$ cat src/rtl/mem_stage_lsu.sv
// MEM-stage load/store unit: drives the data-memory request/ready/rvalid bus from
// the EX/MEM register, formats load data by func3, and registers the MEM/WB fields.
// Ports: me_* in (EX/MEM), dmem_* bus, mem_stall out (comb), mem_exc/bus_err pulses, wb_* out (regs).
module mem_stage_lsu #(
    parameter int TIMEOUT = 16,
    parameter int CNT_W   = 5
) (
    input  logic        clk,
    input  logic        rst,
    input  logic [31:0] me_regs_data2,
    input  logic [31:0] me_alu_o,
    input  logic [4:0]  me_rd,
    input  logic        me_mem_read,
    input  logic        me_mem_write,
    input  logic        me_mem2reg,
    input  logic        me_regs_write,
    input  logic [2:0]  me_func3_code,
    output logic        dmem_req,
    output logic        dmem_we,
    output logic [31:0] dmem_addr,
    output logic [31:0] dmem_wdata,
    output logic [3:0]  dmem_wstrb,
    input  logic        dmem_ready,
    input  logic        dmem_rvalid,
    input  logic [31:0] dmem_rdata,
    output logic        mem_stall,
    output logic        mem_exc,
    output logic        bus_err,
    output logic [31:0] wb_alu_o,
    output logic [31:0] wb_mem_data,
    output logic [4:0]  wb_rd,
    output logic        wb_regs_write,
    output logic        wb_mem2reg
);

    typedef enum logic [1:0] {IDLE, REQ, WAIT} state_t;

    state_t            state, state_nx;
    logic [CNT_W-1:0]  cnt;
    logic [1:0]        lat_off;
    logic [2:0]        lat_f3;

    logic is_mem, illegal, misaligned, bad_op, legal_mem;
    logic load_done, timeout, cnt_clr, cnt_inc;
    logic [7:0]  sel_b;
    logic [15:0] sel_h;
    logic [31:0] fmt_data;

    // Operation classification
    always_comb begin
        is_mem  = me_mem_read | me_mem_write;
        illegal = 1'b0;
        if (me_mem_read && me_mem_write)
            illegal = 1'b1;
        else if (me_mem_read)
            illegal = !(me_func3_code inside {3'b000, 3'b001, 3'b010, 3'b100, 3'b101});
        else if (me_mem_write)
            illegal = !(me_func3_code inside {3'b000, 3'b001, 3'b010});
        misaligned = (me_func3_code[1:0] == 2'b01 && me_alu_o[0]) ||
                     (me_func3_code[1:0] == 2'b10 && me_alu_o[1:0] != 2'b00);
        bad_op    = is_mem && (illegal || misaligned);
        legal_mem = is_mem && !bad_op;
    end

    // Bus fields come straight from me_*; upstream holds them stable while stalled,
    // which keeps addr/wdata/wstrb constant across REQ.
    always_comb begin
        dmem_we    = me_mem_write;
        dmem_addr  = {me_alu_o[31:2], 2'b00};
        dmem_wdata = me_regs_data2;
        dmem_wstrb = 4'b0000;
        case (me_func3_code[1:0])
            2'b00:   dmem_wdata = {4{me_regs_data2[7:0]}};
            2'b01:   dmem_wdata = {2{me_regs_data2[15:0]}};
            default: dmem_wdata = me_regs_data2;
        endcase
        if (me_mem_write && legal_mem) begin
            case (me_func3_code[1:0])
                2'b00:   dmem_wstrb = 4'b0001 << me_alu_o[1:0];
                2'b01:   dmem_wstrb = 4'b0011 << me_alu_o[1:0];
                default: dmem_wstrb = 4'b1111;
            endcase
        end
    end

    // FSM next state and outputs
    always_comb begin
        state_nx  = state;
        dmem_req  = 1'b0;
        mem_stall = 1'b0;
        load_done = 1'b0;
        timeout   = 1'b0;
        cnt_clr   = 1'b0;
        cnt_inc   = 1'b0;
        case (state)
            IDLE: begin
                if (legal_mem) begin
                    dmem_req = 1'b1;
                    if (me_mem_write) begin
                        mem_stall = !dmem_ready;
                        if (!dmem_ready) state_nx = REQ;
                    end else begin
                        mem_stall = 1'b1;
                        if (dmem_ready) begin
                            state_nx = WAIT;
                            cnt_clr  = 1'b1;
                        end else begin
                            state_nx = REQ;
                        end
                    end
                end
            end
            REQ: begin
                dmem_req  = 1'b1;
                mem_stall = 1'b1;
                if (dmem_ready) begin
                    if (me_mem_write) begin
                        mem_stall = 1'b0;
                        state_nx  = IDLE;
                    end else begin
                        state_nx = WAIT;
                        cnt_clr  = 1'b1;
                    end
                end
            end
            WAIT: begin
                if (dmem_rvalid) begin
                    load_done = 1'b1;
                    state_nx  = IDLE;
                end else if (cnt == CNT_W'(TIMEOUT)) begin
                    timeout  = 1'b1;
                    state_nx = IDLE;
                end else begin
                    mem_stall = 1'b1;
                    cnt_inc   = 1'b1;
                end
            end
            default: state_nx = IDLE;
        endcase
    end

    // Load data formatting with the offset/func3 latched at request time
    always_comb begin
        case (lat_off)
            2'd0:    sel_b = dmem_rdata[7:0];
            2'd1:    sel_b = dmem_rdata[15:8];
            2'd2:    sel_b = dmem_rdata[23:16];
            default: sel_b = dmem_rdata[31:24];
        endcase
        sel_h = lat_off[1] ? dmem_rdata[31:16] : dmem_rdata[15:0];
        case (lat_f3)
            3'b000:  fmt_data = {{24{sel_b[7]}}, sel_b};
            3'b001:  fmt_data = {{16{sel_h[15]}}, sel_h};
            3'b100:  fmt_data = {24'd0, sel_b};
            3'b101:  fmt_data = {16'd0, sel_h};
            default: fmt_data = dmem_rdata;
        endcase
    end

    always_ff @(posedge clk) begin
        if (rst) begin
            state         <= IDLE;
            cnt           <= '0;
            lat_off       <= 2'd0;
            lat_f3        <= 3'd0;
            mem_exc       <= 1'b0;
            bus_err       <= 1'b0;
            wb_alu_o      <= 32'd0;
            wb_mem_data   <= 32'd0;
            wb_rd         <= 5'd0;
            wb_regs_write <= 1'b0;
            wb_mem2reg    <= 1'b0;
        end else begin
            state   <= state_nx;
            mem_exc <= (state == IDLE) && bad_op;
            bus_err <= timeout;
            if (cnt_clr)
                cnt <= '0;
            else if (cnt_inc)
                cnt <= cnt + 1'b1;
            if (state == IDLE) begin
                lat_off <= me_alu_o[1:0];
                lat_f3  <= me_func3_code;
            end
            if (mem_stall) begin
                // Bubble into WB; other fields keep their last values
                wb_regs_write <= 1'b0;
            end else begin
                wb_alu_o      <= me_alu_o;
                wb_rd         <= me_rd;
                wb_mem2reg    <= me_mem2reg;
                wb_regs_write <= me_regs_write && !timeout && !((state == IDLE) && bad_op);
                wb_mem_data   <= load_done ? fmt_data : 32'd0;
            end
        end
    end

endmodule
$ cat config.mk
export PLATFORM = sky130hd
export DESIGN_NAME = mem_stage_lsu
export DESIGN_NICKNAME = d
export VERILOG_FILES = /design/src/rtl/mem_stage_lsu.sv
export SDC_FILE = /design/constraint.sdc
export NUM_CORES = 1
export LEC_CHECK = 0
export CAP_MARGIN = 20
export CORE_MARGIN = 5
export CORE_UTILIZATION = 28
export CTS_BUF_LIST = sky130_fd_sc_hd__clkbuf_2
export CTS_CLUSTER_SIZE = 12
export DETAILED_ROUTE_END_ITERATION = 10
export PLACE_DENSITY = 0.64
export SYNTH_ARGS = -nofsm -noshare
export SYNTH_HDL_FRONTEND = slang
export SYNTH_SLANG_ARGS = --single-unit
$ cat constraint.sdc
create_clock -name clk -period 2.11 [get_ports clk]
set_clock_uncertainty 0.1 [all_clocks]
set_input_delay 0.3165 -clock clk [delete_from_list [all_inputs] [get_ports clk]]
set_output_delay 0.3165 -clock clk [all_outputs]
set_load 0.02 [all_outputs]
# ---- Word-level counts from Yosys, hierarchy flattened
# Index checks and enable logic that the tools add are counted.
dict set report op_classes {
  add_sub_neg 1
  n_eq_ne 18
  n_shift 2
  mux 39
  bitwise 1
  n_reduce_logical 28
}
# op count
set op_table {}
lappend op_table {{one-hot mux 32 bit (4 select lines)} 1}
lappend op_table {{one-hot mux 32 bit (2 select lines)} 1}
lappend op_table {{two-way mux 32 bit} 1}
lappend op_table {{one-hot mux 8 bit (3 select lines)} 1}
lappend op_table {{two-way mux 1 bit} 20}
lappend op_table {{two-way mux 16 bit} 1}
lappend op_table {{two-way mux 2 bit} 8}
lappend op_table {{equality test 3 bit (second input constant)} 4}
lappend op_table {{logical AND 1 bit} 9}
lappend op_table {{one-hot mux 4 bit (2 select lines)} 1}
lappend op_table {{equality test 2 x 1 -> 1 bit (second input constant)} 3}
lappend op_table {{equality test 2 bit (second input constant)} 3}
lappend op_table {{equality test 3 x 1 -> 1 bit (second input constant)} 2}
lappend op_table {{logical NOT 1 bit} 6}
lappend op_table {{logical NOT 2 bit} 3}
lappend op_table {{logical NOT 3 bit} 2}
lappend op_table {{inequality test 3 bit (second input constant)} 2}
lappend op_table {{one-hot mux 2 bit (3 select lines)} 1}
lappend op_table {{adder 5 x 1 -> 5 bit (second input constant)} 1}
lappend op_table {{equality test 5 bit (second input constant)} 1}
lappend op_table {{nonzero test 5 bit} 1}
lappend op_table {{two-way mux 4 bit} 1}
lappend op_table {{inequality test 2 bit (second input constant)} 2}
lappend op_table {{one-hot mux 1 bit (2 select lines)} 2}
lappend op_table {{10 further kinds} 12}
dict set report word_totals {
  register_bits 85
  in_bits 112
  output_inout_bits 144
  wordCells 100
}

# ---- Depth between registers and ports, before layout
# Gate-level depths: netlist of run 1.
dict set report depth {
  word_depth 13
  ltp_mapped 9
}

# ---- Least setup slack after synthesis of run 1
# OpenSTA, ideal clock, no wires.
dict set report synth_timing {
  kind {input to output}
  start {in me_func3_code[0]}
  end {out mem_stall}
  arrival_time_ps 1522
  setup_slack_ps 172
  path_stages 7
  cell_sequence {buf_2 > a2111oi_4 > o211ai_2 > o31a_1 > clkbuf_1 > buf_6 > inv_2}
}
dict set report synth_via {
  elab_chain_cells 12
  elab_cells_between_ends 23
}
# element line_no
set synth_rtl {}
lappend synth_rtl {{from (decl)} 17} ;# input logic [2:0] me_func3_code,
lappend synth_rtl {{equality test 3 x 1 -> 1 bit (tied with other cells)} {56, 58}}
lappend synth_rtl {{nonzero test 3 bit} 58} ;# illegal = !(me_func3_code inside {3'b000, 3'b001, 3'b010});
lappend synth_rtl {{logical NOT 1 bit} 58}
lappend synth_rtl {{two-way mux 1 bit} 57} ;# else if (me_mem_write)
lappend synth_rtl {{two-way mux 1 bit} 55} ;# else if (me_mem_read)
lappend synth_rtl {{two-way mux 1 bit} 53} ;# if (me_mem_read && me_mem_write)
lappend synth_rtl {{logical OR 1 bit (*)} 61} ;# bad_op = is_mem && (illegal || misaligned);
lappend synth_rtl {{logical AND 1 bit (*)} 61}
lappend synth_rtl {{logical NOT 1 bit (*)} 62} ;# legal_mem = is_mem && !bad_op;
lappend synth_rtl {{logical AND 1 bit (*)} 62}
lappend synth_rtl {{two-way mux 1 bit (*)} 97} ;# if (legal_mem) begin
lappend synth_rtl {{one-hot mux 1 bit (3 select lines) (*)} 95} ;# case (state)
lappend synth_rtl {{to (decl)} 26} ;# output logic mem_stall,
# Every way passes the cells marked *; elsewhere a longest branch is shown, timed or not.

# ---- Final worst setup path of run 1
dict set report layout_timing {
  start {reg cnt[0]}
  end {out mem_stall}
}
dict set report layout_via {
  elab_chain_cells 4
}
# element line_no
set layout_rtl {}
lappend layout_rtl {{from (decl)} 39} ;# logic [CNT_W-1:0] cnt;
lappend layout_rtl {{from (signal assigned)} 180} ;# cnt <= cnt + 1'b1;
lappend layout_rtl {{equality test 5 bit} 130} ;# end else if (cnt == CNT_W'(TIMEOUT)) begin
lappend layout_rtl {{two-way mux 1 bit} 130}
lappend layout_rtl {{two-way mux 1 bit} 127} ;# if (dmem_rvalid) begin
lappend layout_rtl {{one-hot mux 1 bit (3 select lines)} 95}
# Every way passes these cells.

==> qor.tcl, run 1 <==
set qor(ir_drop_mv) 0.3109
set qor(core_rows) 46
set qor(grt_first_pass_wirelength_um) 24380
set qor(period_share) 1.081
set qor(clkSlewWorstSetupHoldPaths_ps) 240
set qor(setup_total_negative_slack_ps) -235.0
set qor(ant_nets) 0
set qor(dr.first_iter.drc_count) 247
set qor(route.detailed.vias_per_inst) 4.691
set qor(weighted_congestion_at_the_end_of_routability_driven_global_placement) 0.8433
set qor(hold-path-endpoint) {lat_f3[2]}
set qor(max-slew-margin-rel) 0.5310
set qor(grtUsageTotal) 0.1653
set qor(synth_area_in_compound_gates) 0.1760
set qor(routed_wire_length_per_instance_um) 16.26
set qor(synthAdderAreaFrac) 0.005624
set qor(holdCritStartpoint) {me_func3_code[2]}
set qor(path_max_fanout) 2
set qor(area_growth_syn_to_layout_pct) 65.78
set qor(chipWidth_um) 136.1
set qor(post_synthesis_sequential_area_ratio) 0.3825
set qor(synth_enable_flop_cells) 0
set qor(simple_gate_portion_of_the_synthesized_area) 0.1488
set qor(die_y_um) 136.1
set qor(antenna_cells) 0
set qor(netlist_instances) 508
set qor(final-hold-violation-count) 0
set qor(cts_inserted_buffers) 9
set qor(routed_wirelength_um) 15920
set qor(num_vias) 4592
set qor(final.min_clock_period_ps) 2280
set qor(clockRootBuffer) {clkbuf_2}
set qor(firstDrtPassIters) 4
set qor(clkSinkCount) 85
set qor(postLayoutSetupSlackWorst_ps) -170.1
set qor(tightest_slew_ps) 703.5
set qor(asyncSetResetFlopFracSynth) 0
set qor(clk_lat_worst_skew_ps) 570
set qor(final-setup-viol-count) 6
set qor(cp.arrival_ps) 1860
set qor(violations_in_the_final_reports) {setup timing}
set qor(ys.flop_type) {dfxtp_1}
set qor(worst-r2r-cell-count) 7
set qor(share_of_final_layout_standard_cells_stronger_than_drive_strength_1) 0.1796
set qor(hpwl_um) 12420
set qor(cts_max_path_buffers) 2
set qor(critical_path_class) {flip-flop to primary output}
set qor(core_area_mm2) 0.01571
set qor(synthXorXnorAreaFrac) 0.003937
set qor(grt_setup_unrepaired) {true}
set qor(max_freq_mhz) 438.6
set qor(synth_seq_cells) 85
set qor(synth_mux_area_frac) 0.1699
set qor(drc) 0
set qor(synth.yosys.warnings) 0
set qor(whs_ps) 33.70
set qor(worstSetupStartpointType) {flip-flop}
set qor(crit-reg2reg-launch) {cnt[0]}
set qor(min_path_type) {input port to flip-flop}
set qor(final.fill_count) 1520
set qor(antenna_found_initial) 0
set qor(post_synth_num_cell_types) 49
set qor(grt_overflow) 0
set qor(r2r_end) {wb_alu_o[19]}
set qor(grt_pass1_vias) 4649
set qor(postSynthAreaPerCell_um2) 8.758
set qor(crit_required_ps) 1690
set qor(power.density_cell_area_mw_per_mm2) 499.6
set qor(syn-cell-area_mm2) 0.004449
set qor(io_buffers) 253
set qor(synth_top_family_by_area) {compound AO/OA/AOI/OAI gates}
set qor(endpoint_kind) {primary output}
set qor(cts_max_level) 3
set qor(final_nets) 872
set qor(worstHoldPathCells) 4
set qor(floorplan.die_area_mm2) 0.01851
set qor(maxCapViolCount) 0
set qor(total_leakage_power_nw) 3.576
set qor(floorplan.initialDensity) 0.2832
set qor(grt_max_degree) 77
set qor(design.portCount) 256
set qor(run_status) {finished, violations left}
set qor(slew_viol_final) 0
set qor(timing.reg2reg.setup_slack_ps) -30
set qor(tritoncts_clock_tree) {yes}
-- registers in the layout, indices dropped and copies added (netlist names) --
register / count
bus_err: 1
cnt: 5
lat_f3: 3
lat_off: 2
mem_exc: 1
state: 2
wb_alu_o: 32
wb_mem2reg: 1
wb_mem_data: 32
wb_rd: 5
wb_regs_write: 1
-- layout by cell type, fill, tap and decap left out, drive strengths merged, types with 16 or more instances in the layout --
cell type | netlist | final
dfxtp | 85 | 85
buf | 52 | 83
a221o | 16 | 16
mux2i | 53 | 53
o21ai | 31 | 31
mux2 | 18 | 18
dlymetal6s2s | 0 | 31
a21oi | 22 | 22
nand2 | 109 | 109
clkdlybuf4s50 | 0 | 184
-- critical path, stage by stage, from the launching register on --
cell and delay (ps):
dfxtp_2 380, inv_2 70, ha_4 110, nand4bb_1 160, a32oi_2 210, o31a_2 190, inv_2 40, buf_6 120
-- report_power, final --
part	internal [mW]	switching, mW	total [mW]
registers	1.69	0.0460	1.73
logic	0.616	0.601	1.22
clock network	0.154	0.581	0.735
-- worst max-delay path by stage --
| stage | startpoint | end | cells past startpoint |
|---|---|---|---|
| floorplan | me_func3_code[0] | mem_stall | 7 |
| global placement | me_mem_read | mem_stall | 6 |
| detailed placement | me_mem_read | mem_stall | 6 |
| CTS | cnt[0] | mem_stall | 7 |
| global route | cnt[0] | mem_stall | 7 |
| finish | cnt[0] | mem_stall | 7 |
-- cell families (layout without fill, tap and decap cells) --
| family | Yosys count | in the layout |
|---|---|---|
| AO/OA/AOI/OAI | 109 | 109 |
| XOR/XNOR | 2 | 2 |
| adder cells (fa/ha/maj) | 2 | 2 |
| buffers and inverters | 86 | 340 |
| flip-flops | 85 | 85 |
| multiplexers | 72 | 72 |
| other | 1 | 2 |
| AND/OR/NAND/NOR | 151 | 151 |
-- timing repair --
action / in CTS / in global routing
gates cloned: 0 / 0
hold endpoints to repair: 1 / 0
setup endpoints to repair: 70 / 74
resized for setup: 120 / 41
setup buffers: 7 / 2
hold buffers: 1 / 0
pin swaps: 4 / 4
-- cells in the mapped netlist, drive strengths merged, types with 8 or more instances --
| library cell | count | area, um2 |
|---|---|---|
| clkbuf | 25 | 93.84 |
| dfxtp | 85 | 1702 |
| inv | 9 | 33.79 |
| buf | 52 | 372.9 |
| a221o | 16 | 160.2 |
| a21oi | 22 | 110.1 |
| nand2 | 109 | 409.1 |
| a22o | 9 | 78.83 |
| o2bb2ai | 8 | 70.07 |
| or3 | 9 | 56.30 |
| o21ai | 31 | 155.2 |
| mux2 | 18 | 202.7 |
| a21o | 8 | 60.06 |
| nor2 | 11 | 41.29 |
| mux2i | 53 | 530.5 |
-- stage by stage --
stage | setup slack (ps) | cells | instance area [um2] | power, mW | util
floorplan | 171.7 | 509 | 4453 | 2.378 | -
global placement | -651.9 | 953 | 7218 | 3.005 | 0.4594
detailed placement | -665.0 | 953 | 7218 | 3.020 | 0.4594
CTS | -280.2 | 977 | 7278 | 3.762 | 0.4632
global route | -333.4 | 979 | 7376 | 3.892 | 0.4694
finish | -170.1 | 979 | 7376 | 3.685 | 0.4694
-- final cells by class --
class,count,area [um2],area share
Clock inverter,6,40.04,0.005428
Timing Repair Buffer,315,2987,0.4049
Tap cell,216,270.3,0.03664
Sequential cell,85,1704,0.2310
Inverter,9,33.78,0.004580
Clock buffer,10,50.05,0.006785
Multi-Input combinational cell,338,2291,0.3106
-- layer usage --
metal / wire length [um] / track usage
met5: 0 / 0
met3: 1540 / 0.06995
met4: 325 / 0.05599
met1: 6546 / 0.1889
met2: 7508 / 0.2777
(Power assumes the default switching activity.)
==> run 2, diff against run 1 <==
- CELL_PAD_IN_SITES_DETAIL_PLACEMENT: unset -> 0
- CELL_PAD_IN_SITES_GLOBAL_PLACEMENT: unset -> 1
- PLACE_DENSITY: 0.64 -> 0.86
==> qor.tcl, run 2 (synthesis gave the netlist of run 1 again) <==
set qor(power.density_cell_area_mw_per_mm2) 511.8
set qor(drc) 0
set qor(worstSetupStartpointType) {flip-flop}
set qor(tritoncts_clock_tree) {yes}
set qor(num_vias) 4529
set qor(grt_first_pass_wirelength_um) 23600
set qor(postLayoutSetupSlackWorst_ps) -175.2
set qor(max-slew-margin-rel) 0.5696
set qor(chipWidth_um) 136.1
set qor(weighted_congestion_at_the_end_of_routability_driven_global_placement) 0.8145
set qor(route.detailed.vias_per_inst) 4.679
set qor(dr.first_iter.drc_count) 223
set qor(grt_max_degree) 77
set qor(layout_common_cells) {168 x clkdlybuf4s50_1, 108 x nand2_1, 83 x dfxtp_1}
set qor(clockRootBuffer) {clkbuf_2}
set qor(path_max_fanout) 2
set qor(maxCapViolCount) 0
set qor(clkSinkCount) 85
set qor(core_rows) 46
set qor(firstDrtPassIters) 4
set qor(routed_wirelength_um) 15550
set qor(critical_path_class) {flip-flop to primary output}
set qor(run_status) {finished, violations left}
set qor(grt_setup_unrepaired) {true}
set qor(ant_nets) 0
set qor(final-setup-viol-count) 4
set qor(antenna_found_initial) 1
set qor(die_y_um) 136.1
set qor(crit_required_ps) 1690
set qor(max_freq_mhz) 437.6
set qor(placement.setup.worst_slack_ps) -666.5
set qor(final_nets) 860
set qor(cts_inserted_buffers) 9
set qor(floorplan.die_area_mm2) 0.01851
set qor(largestRegisters) {wb_alu_o x32, wb_mem_data x32}
set qor(cts_max_path_buffers) 2
set qor(grt_pass1_vias) 4589
set qor(clkSlewWorstSetupHoldPaths_ps) 240
set qor(slew_viol_final) 0
set qor(final-hold-violation-count) 0
set qor(endpoint_kind) {primary output}
set qor(share_of_final_layout_standard_cells_stronger_than_drive_strength_1) 0.1585
set qor(grtUsageTotal) 0.1605
set qor(io_buffers) 253
set qor(tightest_slew_ps) 645.7
set qor(design.portCount) 256
set qor(core_area_mm2) 0.01571
set qor(setup_total_negative_slack_ps) -197.0
set qor(total_leakage_power_nw) 3.838
set qor(cp.arrival_ps) 1870
set qor(most_common_cell_after_layout_fill_and_taps_aside) {clkdlybuf4s50_1}
set qor(violations_in_the_final_reports) {setup timing}
set qor(routed_wire_length_per_instance_um) 16.06
set qor(period_share) 1.083
set qor(min_path_type) {input port to flip-flop}
set qor(hpwl_um) 12060
set qor(final.fill_count) 1504
set qor(clk_lat_worst_skew_ps) 590
set qor(finalInstanceArea_mm2) 0.007467
set qor(ir_drop_mv) 0.3578
set qor(final.min_clock_period_ps) 2285
set qor(grt_overflow) 0
set qor(area_growth_syn_to_layout_pct) 67.83
set qor(cts_max_level) 3
set qor(placement.cell_area_mm2) 0.007198
set qor(floorplan.initialDensity) 0.2832
set qor(final_core_util) 0.4752
[run 2: layout make-up]
cell class                 count  area (um2)  area share
tap                          216       270.3     0.03619
clock buffer                  11       55.05    0.007373
multi-input combinational    338        2318      0.3105
sequential                    85        1704      0.2282
antenna                        1       2.502   0.0003351
inverter                       9       33.78    0.004524
timing repair buffer         303        3022      0.4047
clock inverter                 5       61.31    0.008210
[run 2: report_power, final]
part | leakage (nW) | switching [mW] | internal, mW | total, mW
Sequential | 0.697 | 0.0458 | 1.69 | 1.73
Combinational | 3.08 | 0.592 | 0.614 | 1.21
Clock | 0.0644 | 0.599 | 0.283 | 0.881
[run 2: routing by layer]
layer / track usage / routed length (um) / share of wire
met1: 0.1852 / 6221 / 0.40
met3: 0.07254 / 1520 / 0.098
met2: 0.2636 / 7476 / 0.48
met5: 0 / 0 / 0
met4: 0.05543 / 329 / 0.021
[run 2: repair_timing]
action / 4_1_cts / 5_1_grt
pin swaps: 4 / 3
setup endpoints to repair: 53 / 98
setup buffers: 3 / 1
resized for setup: 83 / 59
hold buffers: 0 / 0
cloned: 0 / 0
[run 2: critical path: stages, from the launching register on]
cell,delay (ps)
dfxtp_2,370
inv_2,60
ha_4,150
nand4bb_4,120
a32oi_2,210
o31a_2,200
inv_2,40
buf_6,120
[run 2: per-stage QoR]
step | total power, mW | hold WS, ps | instances
floorplan | 2.378 | 295.2 | 509
global placement | 2.995 | 341.9 | 947
detailed placement | 3.008 | 346.5 | 947
CTS | 3.897 | 4.197 | 966
global route | 4.025 | 34.28 | 968
finish | 3.821 | 91.55 | 968
[run 2: path summary, 6_finish.rpt]
| kind | startpoint | to | slack, ps | cells past startpoint |
|---|---|---|---|---|
| worst max-delay path | cnt[1] | mem_stall | -180 | 7 |
| worst min-delay path | me_alu_o[0] | wb_alu_o[0] | 90 | 3 |
| worst max register to register | cnt[1] | wb_alu_o[14] | -10 | 7 |
| worst min register to register | wb_alu_o[18] | wb_alu_o[18] | 370 | 2 |
==> run 3, diff against run 2 <==
- CORE_UTILIZATION: 28 -> 25
- PLACE_DENSITY: 0.86 -> 0.81
- clock period: 2.11 -> 2.1 ns (I/O delays scaled with it)
==> qor.tcl, run 3 (synthesis gave the netlist of run 1 again) <==
set qor(run_status) {finished, violations left}
set qor(violations_in_the_final_reports) {setup timing}
set qor(cp.arrival_ps) 1820
set qor(most_common_cell_after_layout_fill_and_taps_aside) {clkdlybuf4s50_1}
set qor(layout_common_cells) {150 x clkdlybuf4s50_1, 108 x nand2_1, 83 x dfxtp_1}
set qor(crit_required_ps) 1680
set qor(chipWidth_um) 143.4
set qor(clockRootBuffer) {clkbuf_2}
set qor(cts_inserted_buffers) 9
set qor(critPathMostFrequentCell) {inv_2}
set qor(slew_viol_final) 0
set qor(worst-r2r-cell-count) 7
set qor(antenna_cells) 0
set qor(floorplan.initialDensity) 0.2563
set qor(design_power_total_mw) 4.063
set qor(power.clock.fraction) 0.267
set qor(clkSinkCount) 85
set qor(largestRegisters) {wb_alu_o x32, wb_mem_data x32}
set qor(power_frac_seq) 0.428
set qor(path_max_fanout) 2
set qor(max_freq_mhz) 448.3
set qor(clk_lat_worst_skew_ps) 560
set qor(clkSlewWorstSetupHoldPaths_ps) 240
set qor(final.fill_count) 1697
set qor(area_growth_syn_to_layout_pct) 71.71
set qor(core_rows) 48
set qor(r2r_end) {wb_alu_o[12]}
set qor(total_leakage_power_nw) 4.240
set qor(cts_max_path_buffers) 2
set qor(grt_pass1_vias) 4523
set qor(switchingPower_mw) 1.220
set qor(core_area_mm2) 0.01736
set qor(floorplan.die_area_mm2) 0.02057
set qor(final.min_clock_period_ps) 2231
set qor(tightest_slew_ps) 665.1
set qor(grt_setup_unrepaired) {true}
set qor(routed_wire_length_per_instance_um) 15.87
set qor(holdCritStartpoint) {me_rd[4]}
set qor(post_cts_hold_buffer_count) 0
set qor(final-setup-viol-count) 1
set qor(startpoint) {cnt[1]}
set qor(p_int_mw) 2.844
set qor(share_of_final_layout_standard_cells_stronger_than_drive_strength_1) 0.1691
set qor(power.density_cell_area_mw_per_mm2) 531.9
set qor(num_vias) 4577
set qor(critical-path-max-stage-delay_ps) 370
set qor(timing.reg2reg.setup_slack_ps) 0
set qor(dr.first_iter.drc_count) 222
set qor(hpwl_um) 12210
set qor(grt_first_pass_wirelength_um) 23600
set qor(final-hold-violation-count) 0
set qor(maxCapViolCount) 0
set qor(final_nets) 873
set qor(finalInstanceArea_mm2) 0.007640
set qor(endpoint_kind) {primary output}
set qor(io_buffers) 253
set qor(critPathCapture) {mem_stall}
set qor(critical_path_class) {flip-flop to primary output}
set qor(grt_max_degree) 39
set qor(firstDrtPassIters) 4
set qor(crit-reg2reg-launch) {cnt[1]}
set qor(path_cells) {inv_2 > ha_4 > nand4bb_1 > a32oi_2 > o31a_2 > inv_2 > buf_6}
set qor(ir_drop_mv) 0.3447
set qor(cpMaxStageDelayCell) {dfxtp_2}
set qor(drc) 0
set qor(grtUsageTotal) 0.1444
set qor(combPwrFrac) 0.305
set qor(route.detailed.vias_per_inst) 4.633
set qor(routed_wirelength_um) 15680
set qor(max-slew-margin-rel) 0.5566
set qor(worstSetupStartpointType) {flip-flop}
set qor(antenna_found_initial) 0
set qor(cts_max_level) 3
set qor(period_share) 1.062
set qor(die_y_um) 143.4
set qor(tritoncts_clock_tree) {yes}
set qor(min_path_type) {input port to flip-flop}
set qor(ant_nets) 0
set qor(switching_share) 0.3002
set qor(grt_overflow) 0
set qor(placement.cell_area_mm2) 0.007288
set qor(design.portCount) 256
set qor(weighted_congestion_at_the_end_of_routability_driven_global_placement) 0.7977
set qor(postLayoutSetupSlackWorst_ps) -130.6
==> run 3: cell count changes in the layout (fill, tap and decap cells not counted), moves of 2 or more <==
cell	delta
clkdlybuf4s50_1	-18
dlymetal6s2s_1	+17
buf_4	+15
bufinv_16	+2
clkinvlp_4	-2
==> run 3: repair_timing <==
item / in CTS / in global routing
gates resized for setup: 88 / 74
setup endpoints to repair: 72 / 114
pin swaps: 4 / 4
buffers inserted: 5 / 2
==> run 3: how the worst min path moves through the flow <==
| stage | cells past startpoint | slack, ps | end |
|---|---|---|---|
| after global routing | 3 | 50 | wb_rd[3] |
| final | 3 | 160 | wb_rd[4] |
| after detailed placement | 2 | 350 | wb_alu_o[9] |
| after floorplan | 1 | 290 | state[0] |
| after global placement | 2 | 340 | wb_alu_o[6] |
| after CTS | 3 | 70 | wb_rd[4] |
==> run 3: layout make-up <==
| cell class | instances | area, um2 | share of cell area |
|---|---|---|---|
| Clock inverter | 4 | 97.59 | 0.01277 |
| Tap cell | 225 | 281.5 | 0.03685 |
| Sequential cell | 85 | 1704 | 0.2231 |
| Clock buffer | 11 | 55.05 | 0.007206 |
| Inverter | 9 | 33.78 | 0.004422 |
| Multi-Input combinational cell | 338 | 2306 | 0.3018 |
| Timing Repair Buffer | 316 | 3162 | 0.4139 |
==> run 3: power by group through the flow <==
stage	Clock (mW)	Combinational, mW	Sequential [mW]
floorplan	0	0.540	1.85
global placement	0	1.28	1.77
detailed placement	0	1.28	1.77
CTS	1.15	1.26	1.74
finish	1.09	1.24	1.74
global route	1.21	1.33	1.75
==> run 3: worst max-delay path, delay by kind of cell, from the launching register on <==
kind / cells / cell delay, ps
AND/OR/NAND/NOR: 1 / 150
flip-flops: 1 / 370
AO/OA/AOI/OAI: 2 / 410
adder cells (fa/ha/maj): 1 / 120
buffers and inverters: 3 / 220
==> run 3: metrics by stage <==
| stage | cells | setup WS (ps) | hold slack (ps) | TNS (ps) | util |
|---|---|---|---|---|---|
| after detailed placement | 967 | -636.6 | 348.5 | -33320 | 0.4199 |
| after global placement | 967 | -625.8 | 340.7 | -32350 | 0.4199 |
| after CTS | 986 | -240.2 | 68.00 | -284.9 | 0.4300 |
| final | 988 | -130.6 | 162.8 | -130.6 | 0.4402 |
| after floorplan | 509 | 164.7 | 293.7 | 0 | - |
| after global routing | 988 | -287.7 | 51.93 | -1731 | 0.4402 |
==> run 3: metal layers <==
| layer | up-vias | global-route usage | part of all wire |
|---|---|---|---|
| met2 | 182 | 0.2370 | 0.46 |
| met5 | - | 0 | 0 |
| met1 | 2130 | 0.1760 | 0.43 |
| li1 | 2254 | - | - |
| met4 | 0 | 0.02676 | 0.0099 |
| met3 | 11 | 0.06656 | 0.10 |
